[config.mk]
export PLATFORM = sky130hd
export DESIGN_NAME = mem_port_arbiter
export DESIGN_NICKNAME = d
export VERILOG_FILES = /design/src/rtl/mem_port_arbiter.sv
export SDC_FILE = /design/constraint.sdc
export NUM_CORES = 1
export LEC_CHECK = 0
export ABC_AREA = 1
export BUFFER_PORTS_ARGS = -buffer_cell sky130_fd_sc_hd__buf_2
export CORE_AREA = 2 2 132 134
export CTS_CLUSTER_SIZE = 20
export DETAILED_ROUTE_END_ITERATION = 8
export DIE_AREA = 0 0 134 136
export PLACE_DENSITY = 0.42
export REMOVE_ABC_BUFFERS = 1
export SETUP_SLACK_MARGIN = 0.2
export SLEW_MARGIN = 0
export SYNTH_ARGS = -nofsm -noshare
export SYNTH_HDL_FRONTEND = slang
export SYNTH_SLANG_ARGS = --single-unit
export TNS_END_PERCENT = 50
[constraint.sdc]
create_clock -name clk -period 2.2 [get_ports clk]
set_clock_uncertainty 0.2 [all_clocks]
set_input_delay 0.66 -clock clk [delete_from_list [all_inputs] [get_ports clk]]
set_output_delay 0.66 -clock clk [all_outputs]
set_load 0.005 [all_outputs]
[src/rtl/mem_port_arbiter.sv]
// Single-port RAM arbiter shared by instruction fetch, data load/store and a loader.
// Grants are combinational; the response pulse follows one cycle later from the owner register.
module mem_port_arbiter (
    input  logic        clk,
    input  logic        reset,

    input  logic        i_req,
    input  logic [31:0] i_addr,
    output logic        i_gnt,
    output logic        i_rvalid,
    output logic [31:0] i_rdata,

    input  logic        d_req,
    input  logic        d_we,
    input  logic [3:0]  d_be,
    input  logic [31:0] d_addr,
    input  logic [31:0] d_wdata,
    output logic        d_gnt,
    output logic        d_rvalid,
    output logic [31:0] d_rdata,

    input  logic        l_req,
    input  logic [31:0] l_addr,
    input  logic [31:0] l_wdata,
    output logic        l_gnt,
    output logic        l_done,

    output logic        mem_en,
    output logic [3:0]  mem_we,
    output logic [29:0] mem_addr,
    output logic [31:0] mem_wdata,
    input  logic [31:0] mem_rdata,

    output logic        stall
);

    localparam int unsigned DW  = 32;
    localparam int unsigned BEW = 4;
    localparam int unsigned MAW = 30;
    localparam int unsigned SCW = 2;

    localparam logic [1:0] OWN_NONE = 2'd0;
    localparam logic [1:0] OWN_I    = 2'd1;
    localparam logic [1:0] OWN_D    = 2'd2;
    localparam logic [1:0] OWN_L    = 2'd3;

    localparam logic [SCW-1:0] STARVE_MAX = SCW'(3);

    logic [1:0]     owner_q, owner_d;
    logic [SCW-1:0] starve_q, starve_d;
    logic           starve_hit;

    // Word addressing only; byte offsets are the requester's concern.
    logic unused_addr_bits;
    assign unused_addr_bits = ^{i_addr[1:0], d_addr[1:0], l_addr[1:0]};

    // Fixed priority loader > data > fetch, with a starved fetch jumping ahead of data.
    always_comb begin
        l_gnt      = 1'b0;
        d_gnt      = 1'b0;
        i_gnt      = 1'b0;
        starve_hit = (starve_q == STARVE_MAX) && !l_req;
        if (!reset) begin
            if (l_req) begin
                l_gnt = 1'b1;
            end else if (i_req && starve_hit) begin
                i_gnt = 1'b1;
            end else if (d_req) begin
                d_gnt = 1'b1;
            end else if (i_req) begin
                i_gnt = 1'b1;
            end
        end
    end

    // RAM port steering from the granted requester.
    always_comb begin
        mem_en    = 1'b0;
        mem_we    = BEW'(0);
        mem_addr  = MAW'(0);
        mem_wdata = DW'(0);
        if (l_gnt) begin
            mem_en    = 1'b1;
            mem_we    = {BEW{1'b1}};
            mem_addr  = l_addr[31:2];
            mem_wdata = l_wdata;
        end else if (d_gnt) begin
            mem_en    = 1'b1;
            mem_we    = d_we ? d_be : BEW'(0);
            mem_addr  = d_addr[31:2];
            mem_wdata = d_wdata;
        end else if (i_gnt) begin
            mem_en    = 1'b1;
            mem_addr  = i_addr[31:2];
        end
    end

    // Next owner and starvation count.
    always_comb begin
        owner_d  = OWN_NONE;
        starve_d = starve_q;
        if (l_gnt) begin
            owner_d = OWN_L;
        end else if (d_gnt) begin
            owner_d = OWN_D;
        end else if (i_gnt) begin
            owner_d = OWN_I;
        end

        if (i_gnt) begin
            starve_d = SCW'(0);
        end else if (i_req && (starve_q != STARVE_MAX)) begin
            starve_d = starve_q + SCW'(1);
        end
    end

    always_ff @(posedge clk) begin
        if (reset) begin
            owner_q  <= OWN_NONE;
            starve_q <= SCW'(0);
        end else begin
            owner_q  <= owner_d;
            starve_q <= starve_d;
        end
    end

    // Responses are gated by reset so a grant cancelled by reset never reports.
    assign i_rvalid = !reset && (owner_q == OWN_I);
    assign d_rvalid = !reset && (owner_q == OWN_D);
    assign l_done   = !reset && (owner_q == OWN_L);
    assign i_rdata  = mem_rdata;
    assign d_rdata  = mem_rdata;

    assign stall = !reset && ((i_req && !i_gnt) || (d_req && !d_gnt) || l_req);

endmodule

# After elaboration in Yosys (flattened, before gate mapping)
# Index checks and enable logic that the tools add are counted.
[word_totals] output_inout_bits=138 elab_cells=49 reg_bits=4
[classes] add_sub_neg=1 n_eq_ne=5 n_mux=25 reduce_logical=16
[ops] cell="2-to-1 mux 30 bit" count=3
[ops] cell="2-to-1 mux 32 bit" count=2
[ops] cell="2-to-1 mux 1 bit" count=15
[ops] cell="2-to-1 mux 4 bit" count=3
[ops] cell="logical AND 1 bit" count=9
[ops] cell="== test 2 bit (second input constant)" count=3
[ops] cell="logical NOT 1 bit" count=4
[ops] cell="2-to-1 mux 2 bit" count=2
[ops] cell="adder 2 x 1 -> 2 bit (second input constant)" count=1
[ops] cell="== test 2 x 1 -> 1 bit (second input constant)" count=1
[ops] cell="logical OR 1 bit" count=2
[ops] cell="!= test 2 bit (second input constant)" count=1
[ops] cell="OR reduction 2 bit" count=1

# Depth between registers and ports, before layout
# Gate-level depths: netlist of run 1.
[depth] word_depth=11 ltp_mapped=8

# Worst setup path before layout of run 1
# Ideal clock, no wire load.
[synth_timing] path_kind="input -> output" from="input l_req" to="output mem_addr[0]" required_time_ns=1.340 cell_stages=6 path_buffers=1 slack_ns=0.001 arrival_ns=1.339 path_cell_list="inv_1 > nand4_4 > inv_6 > buf_6 > nand2_1 > nand3_1"
[synth_between] elab_chain_cells=9 elab_cells_between_ends=14
[synth_lines] element="from (decl)" line_no="22" rtl="input logic l_req,"
[synth_lines] element="logical NOT 1 bit" line_no="62" rtl="starve_hit = (starve_q == STARVE_MAX) && !l_req;"
[synth_lines] element="logical AND 1 bit" line_no="62"
[synth_lines] element="logical AND 1 bit" line_no="66" rtl="end else if (i_req && starve_hit) begin"
[synth_lines] element="2-to-1 mux 1 bit" line_no="66"
[synth_lines] element="2-to-1 mux 1 bit" line_no="64" rtl="if (l_req) begin"
[synth_lines] element="2-to-1 mux 1 bit" line_no="63" rtl="if (!reset) begin"
[synth_lines] element="2-to-1 mux 30 bit" line_no="92" rtl="end else if (i_gnt) begin"
[synth_lines] element="2-to-1 mux 30 bit" line_no="87" rtl="end else if (d_gnt) begin"
[synth_lines] element="2-to-1 mux 30 bit *" line_no="82" rtl="if (l_gnt) begin"
[synth_lines] element="to (decl)" line_no="30" rtl="output logic [29:0] mem_addr,"
# Mark *: on every way between the ends. The rest lies on a longest branch, timed or not.

# Final worst setup path of run 1
[layout_timing] from="input reset" to="output mem_wdata[23]"
[layout_between] elab_chain_cells=3 elab_cells_between_ends=4
[layout_lines] element="from (decl)" line_no="5" rtl="input logic reset,"
[layout_lines] element="2-to-1 mux 1 bit" line_no="63"
[layout_lines] element="2-to-1 mux 32 bit" line_no="87"
[layout_lines] element="2-to-1 mux 32 bit *" line_no="82"
[layout_lines] element="to (decl)" line_no="31" rtl="output logic [31:0] mem_wdata,"
# Marks and branches as above.

==> results of run 1 <==
## sequential cells by signal, indices dropped and copies added (netlist names)
register	flops
starve_q	2
owner_q	2
## per-layer routing
metal | part of all wire [%] | up-vias | GRT usage (%)
li1 | - | 1384 | -
met1 | 38 | 1263 | 13.47
met2 | 44 | 238 | 18.26
met3 | 16 | 6 | 9.060
met4 | 0.23 | 6 | 1.123
met5 | 1.5 | - | 8.333
## layout by cell type (no fill, tap or decap)
master     synthesis  layout
buf_2              6     224
nand2_1          201     144
nand2_4            0      31
nand3_2            1      27
nand2_2            0      26
buf_6              6      21
buf_16             0       8
buf_12             0       8
buf_4             67       8
nand3_1           33       6
inv_1              7       5
buf_8              0       4
nor3_4             0       3
clkbuf_16          0       3
dfxtp_1            4       3
nor2_4             1       2
inv_2              2       2
o21ai_1            0       2
o21ai_0            4       2
inv_4              0       1
nand4_4            1       1
clkinv_8           0       1
nand3_4            0       1
inv_6              1       1
xor2_1             1       1
nor2_1             1       1
a21oi_1            1       1
ha_2               0       1
dfxtp_2            0       1
## synthesized netlist by cell type
master   number  area [um2]
nor2_2        1       6.260
ha_1          1       12.51
nand4_4       1       21.27
nand3_2       1       10.01
o21ai_0       4       20.02
dfxtp_1       4       80.08
buf_6         6       67.56
inv_2         2       7.510
a21oi_1       1       5.000
buf_2         6       30.03
nand2_1     201       754.5
nor3_1        3       15.01
xor2_1        1       8.760
nor2_1        1       3.750
buf_4        67       503.0
nand3_1      33       165.2
nor2_4        1       11.26
inv_6         1       8.760
inv_1         7       26.28
## area by class of cell
cell class | count | share of cell area [%]
Clock buffer | 3 | 1.940
Tap cell | 225 | 7.277
Sequential cell | 4 | 2.102
Inverter | 10 | 1.488
Multi-Input combinational cell | 249 | 39.17
Timing Repair Buffer | 273 | 48.03
## through the flow
stage	setup TNS, ns	total power (uW)	cell area [um2]	setup slack, ns
after floorplan	-22.65	215.7	1156	-0.4936
after global placement	-20.02	512.0	2836	-0.3511
after detailed placement	-19.73	511.0	2836	-0.3403
after CTS	-17.63	926.0	3520	-0.3051
after global routing	-20.07	1041	3869	-0.3505
final	-16.64	975.2	3869	-0.3062
## kinds of logic (layout without fill, tap and decap cells)
family	after synthesis	in the layout	share of synthesized area [%]
and+or+nand+nor	242	242	56.20
buffers and inverters	89	286	36.61
AOI/OAI and AO/OA	5	5	1.424
DFF	4	4	4.559
adders and majority gates	1	1	0.7121
xor gates and xnor gates	1	1	0.4987
## where the power goes
group          switching (uW)  total, uW  internal (uW)
sequential               4.93       84.4           79.5
combinational             274        610            337
clock                    48.5        280            232
## worst min-delay path: cells and delay by family (launching register included)
family          cells  cell delay [ns]
compound gates      1             0.05
simple gates        1             0.06
flops               1             0.30
## repair_timing
item,4_1_cts,5_1_grt
pin swaps,35,42
gates cloned,7,0
endpoints found under the hold margin,0,0
endpoints found under the setup margin,74,74
gates resized for setup,90,82
buffers inserted,8,1
## worst paths after layout
check                                               from                       end  slack, ns  cells past startpoint
worst min register to register  starve_q[1]$_SDFFE_PP0P_  starve_q[1]$_SDFFE_PP0P_       0.26                      2
worst max-delay path                               reset             mem_wdata[23]      -0.31                      9
worst min-delay path            starve_q[1]$_SDFFE_PP0P_  starve_q[1]$_SDFFE_PP0P_       0.26                      2
worst max register to register  starve_q[0]$_SDFFE_PP0P_     owner_q[0]$_SDFF_PP0_       0.96                      6
==> reports/qor.csv, run 1 <==
stage,metric,value,unit
timing,finalSetupViolCount,71,
floorplan,ios,340,
critical_path,crit_path_start_kind,input pin,
clock_network,cts_inserted_buffers,3,
detailed_routing,vias,2897,
finish,num_antenna_cells,0,
global_route,grt.overflow.total,0,
global_route,first_global_vias,2704,
global_route,grt_pass1_wl,16.17,mm
yosys,ys_ff_latch,4,
finish,drive_gt1_share,69.39,%
critical_path,cp-end-kind,output port,
status,outcome,"finished, violations left",
critical_path,critPathMaxStageDelay,0.15,ns
critical_path,cp_max_fo,8,
clock_network,clockRootBuffer,clkbuf_16,
power_and_ir_drop,ir_drop,0.0002891,V
global_route,grt_max_degree,19,
timing,worst_pin_slew,0.1828,ns
timing,rsz0062_at_grt,true,
yosys,synth.cell_area,1757,um2
timing,fin_ws,-0.3062,ns
flow_run,cap_viol_max_count,0,
critical_path,crit_chain,"buf_8, buf_6, nor2_4, buf_12, buf_12, buf_16, nand2_4, nand2_2, buf_2",
detailed_routing,drcViolationCount,0,
timing,whs,0.2644,ns
detailed_routing,viasPerCell,3.792,
floorplan,dieArea,18220,um2
power_and_ir_drop,power.leakage,0.002402,uW
clock_network,hold_buffers,0,
yosys,synth.distinct_cells,19,
yosys,synthCells,342,
yosys,seq_area_frac_synth,4.558,%
global_route,antenna_found_initial,0,
critical_path,arrival,1.65,ns
placement,dpl.hpwl,9.139,mm
floorplan,rows,48,
timing,fmax,399.0,MHz
finish,n_fill_cell,1920,
clock_network,htreeDepth,1,
yosys,postSynthAreaPerCell,5.137,um2
critical_path,path_class,in -> out,
timing,drv_slew,0,
detailed_routing,detail_route.first_pass.iterations,5,
worst_hold_path,worstHoldPathType,reg -> reg,
timing,fin_crit,2.506,ns
global_route,gr-usage-all-layers,12.07,%
finish,multiInputGateArea,1515,um2
floorplan,dieWidth,134,um
clock_network,cts_tree,done,
timing,max_slew_margin,87.80,%
clock_network,ctsLongestPathBuffers,2,
finish,synthToLayoutAreaGrowth,120.2,%
clock_network,clock_sinks,4,
timing,final.period_utilization,113.9,%
detailed_routing,drt_wl_total,12.24,mm
finish,stdcell_count,764,
yosys,yosysWarnings,0,
floorplan,initial_core_util,10.41,%
critical_path,crit_buf_inv,6,
critical_path,crit_path_frequent_cell,buf_12,
placement,place.gp.congestion,0.7097,
status,violations,negative setup slack,
placement,portBuffers,237,
detailed_routing,ant_nets,0,
clock_network,clock_latency,0.22,ns
timing,finalHoldViolCount,0,
critical_path,cp.required,1.34,ns
placement,dpl.cell_count,745,
power_and_ir_drop,powerDensity,252.1,nW/um2
floorplan,core,16880,um2
finish,fin_nets,744,
detailed_routing,wl_per_cell,16.02,um
floorplan,fp.dieH,136,um
detailed_routing,drtIter0Drc,91,
finish,final-seq-area,81.33,um2
clock_network,path_clk_slew,0.03,ns
critical_path,cpMaxStageDelayCell,buf_16,
critical_path,crit_family,buffers and inverters,
finish,final_core_util,22.92,%
Power figures use the tool's default switching activity.
==> run 2: changes to the inputs <==
ABC_AREA = 0   (was 1)
PLACE_DENSITY = 0.41   (was 0.42)
clock period = 3.2 ns   (was 2.2 ns; I/O delays follow)
==> reports/qor.csv, run 2 <==
stage,metric,value,unit,change
status,outcome,"finished, violations left",,
status,violations,negative setup slack,,
floorplan,dieWidth,134,um,unchanged
timing,fin_crit,3.289,ns,
detailed_routing,drtIter0Drc,118,,+30%
yosys,seq_area_frac_synth,4.919,%,+0.36 points
finish,final_core_util,18.45,%,-4.5 points
timing,fin_ws,-0.08894,ns,+0.2173 ns
yosys,async_flop_share,0,%,unchanged
critical_path,cp.required,2.04,ns,+0.70 ns
critical_path,cp-end-kind,output port,,
yosys,synth_top_area_share,31.82,%,-11 points
timing,final.period_utilization,102.8,%,
yosys,synth.distinct_cells,23,,+4
yosys,yosysTopAreaCell,buf_4,,
worst_hold_path,worstHoldPathType,reg -> reg,,
critical_path,reg2reg_setup_slack,1.45,ns,+0.49 ns
clock_network,hold_buffers,0,,unchanged
clock_network,path_clk_slew,0.03,ns,about the same
detailed_routing,ant_nets,0,,unchanged
power_and_ir_drop,powerDensity,199.3,nW/um2,-21%
clock_network,htreeDepth,1,,unchanged
timing,drv_slew,0,,unchanged
worst_hold_path,holdPathStages,2,,unchanged
finish,num_antenna_cells,0,,unchanged
clock_network,cts_tree,done,,
critical_path,reg2reg_depth,5,,-1
critical_path,r2r-start,starve_q[0]$_SDFFE_PP0P_,,
timing,finalHoldViolCount,0,,unchanged
worst_hold_path,hp-start,starve_q[1]$_SDFFE_PP0P_,,
finish,drive_gt1_share,71.92,%,+2.5 points
yosys,synth_commonest_cells,"buf_4 (69), a22o_1 (32), a221o_1 (30), and2_0 (27)",,
global_route,grt.overflow.total,0,,unchanged
clock_network,ctsLongestPathBuffers,2,,unchanged
yosys,synth-edff-count,0,,unchanged
finish,fin_nets,586,,-21%
timing,finalSetupViolCount,65,,-8.5%
detailed_routing,detail_route.first_pass.iterations,6,,+1
yosys,postSynthAreaPerCell,8.019,um2,+56%
global_route,grt_pass1_wl,17.16,mm,+6.1%
finish,synthToLayoutAreaGrowth,91.24,%,
floorplan,initial_core_util,9.646,%,-0.76 points
yosys,synthCells,203,,-41%
finish,reg.largest.list,"owner_q (2), starve_q (2)",,
worst_hold_path,hold_end,starve_q[1]$_SDFFE_PP0P_,,
timing,rsz0062_at_grt,true,,
floorplan,ios,340,,unchanged
detailed_routing,drt_wl_total,13.64,mm,+11%
floorplan,fp.dieH,136,um,unchanged
critical_path,r2r_end,owner_q[1]$_SDFF_PP0_,,
power_and_ir_drop,power.leakage,0.001650,uW,-31%
yosys,yosysWarnings,0,,unchanged
placement,place.gp.congestion,0.8554,,+21%
global_route,first_global_vias,2326,,-14%
timing,tns,-3.253,ns,+13.38 ns
detailed_routing,vias,2426,,-16%
critical_path,crit_chain,"buf_8, a2111oi_4, buf_6, buf_12, clkbuf_16, a221o_1, buf_2",,
placement,portBuffers,237,,unchanged
timing,max_slew_margin,80.21,%,-7.6 points
placement,dpl.hpwl,10.77,mm,+18%
yosys,synthTopCellsByArea,"buf_4 (32%), a221o_1 (18%), a22o_1 (17%)",,
critical_path,arrival,2.13,ns,+0.48 ns
clock_network,clock_sinks,4,,unchanged
power_and_ir_drop,ir_drop,0.0001842,V,-36%
critical_path,crit_path_start_kind,input pin,,
global_route,grt_max_degree,34,,+15
floorplan,rows,48,,unchanged
timing,worst_pin_slew,0.2962,ns,+0.1134 ns
critical_path,critPathMaxStageDelay,0.32,ns,+0.17 ns
finish,final_common_cell,buf_2,,
yosys,ys_ff_latch,4,,unchanged
clock_network,cts_inserted_buffers,3,,unchanged
clock_network,clock_latency,0.22,ns,about the same
yosys,synth_ff_type,dfxtp_1,,
global_route,gr-usage-all-layers,13.56,%,+1.5 points
yosys,yosysMostFrequentCell,buf_4,,
critical_path,cpMaxStageDelayCell,a2111oi_4,,
critical_path,path_class,in -> out,,
floorplan,dieArea,18220,um2,unchanged
clock_network,clockRootBuffer,clkbuf_16,,
finish,final_cell_mix,"buf_2 (217), a221o_1 (30), a22o_1 (29)",,
yosys,synth.cell_area,1628,um2,-7.3%
detailed_routing,drcViolationCount,0,,unchanged
flow_run,cap_viol_max_count,0,,unchanged
detailed_routing,wl_per_cell,22.51,um,+40%
detailed_routing,viasPerCell,4.003,,+5.6%
critical_path,cp_max_fo,8,,unchanged
timing,fmax,304.1,MHz,
global_route,antenna_found_initial,0,,unchanged
floorplan,core,16880,um2,unchanged
## run 2: cell types whose count changed in the layout (fill, tap and decap cells not counted), moves of 7 or more
cell | previous run | this run
and2_0 | 0 | 27
nand2_4 | 31 | 0
nand2_2 | 26 | 0
nand2_1 | 144 | 0
nand3_2 | 27 | 0
a22o_1 | 0 | 29
a221o_1 | 0 | 30
buf_2 | 224 | 217
## run 2: report_power, final
part,internal [uW],switching [uW]
Sequential,54.5,2.81
Combinational,217,153
Clock,159,33.0
## run 2: timing repair
item,in CTS,in global routing
buffers inserted,5,0
pin swaps,23,16
gates resized for setup,44,3
endpoints found under the setup margin,69,69
cloned,5,1
## run 2: critical path: cells and delay by family
kind	cells	cell delay [ns]
buffers and inverters	5	0.71
AOI/OAI and AO/OA	2	0.46
## run 2: metal layers
metal  GRT usage, %  share of wire (%)  routed length [um]
met2          17.09                 38                5138
met3          12.79                 20                2765
met5          3.611               0.53                  72
met1          16.85                 41                5616
met4         0.8865               0.34                  47
## run 2: through the flow
step                cells  worst slack, ns  power, uW  instance area [um2]  hold slack [ns]
floorplan             120           -1.343      161.7                 1049           0.2988
global placement      592          -0.2183      370.6                 2658           0.3161
detailed placement    592          -0.2332      375.8                 2658           0.3445
CTS                   605          -0.1066      624.5                 3067           0.3620
global route          606          -0.1577      658.9                 3113           0.3893
finish                606         -0.08894      620.5                 3113           0.3525
## run 2: how the worst max path moves through the flow
stage / cells after the start / to / startpoint / slack, ns
after floorplan: 3 / mem_addr[21] / reset / -1.34
after global placement: 6 / mem_wdata[28] / d_req / -0.22
after detailed placement: 6 / mem_wdata[28] / d_req / -0.23
after CTS: 7 / mem_addr[25] / l_req / -0.11
after global routing: 7 / mem_addr[14] / l_req / -0.16
final: 7 / mem_addr[3] / l_req / -0.09
## run 2: area by class of cell
type                    instances  area (um2)
well taps                     225       281.5
flip-flops and latches          4       80.08
clock buffers                   3       75.07
repair buffers                258        1665
inverters                       1       3.754
multi-input cells             115        1007
fillers                      1894       13760
## run 2: cells by family after synthesis
kind of cell | Yosys count | synth area share (%)
xor+xnor | 1 | 0.5381
compound gates | 68 | 39.82
simple gates | 44 | 17.52
flops | 4 | 4.919
buf+inv | 84 | 35.82
mux | 1 | 0.6149
fa+ha+maj | 1 | 0.7685
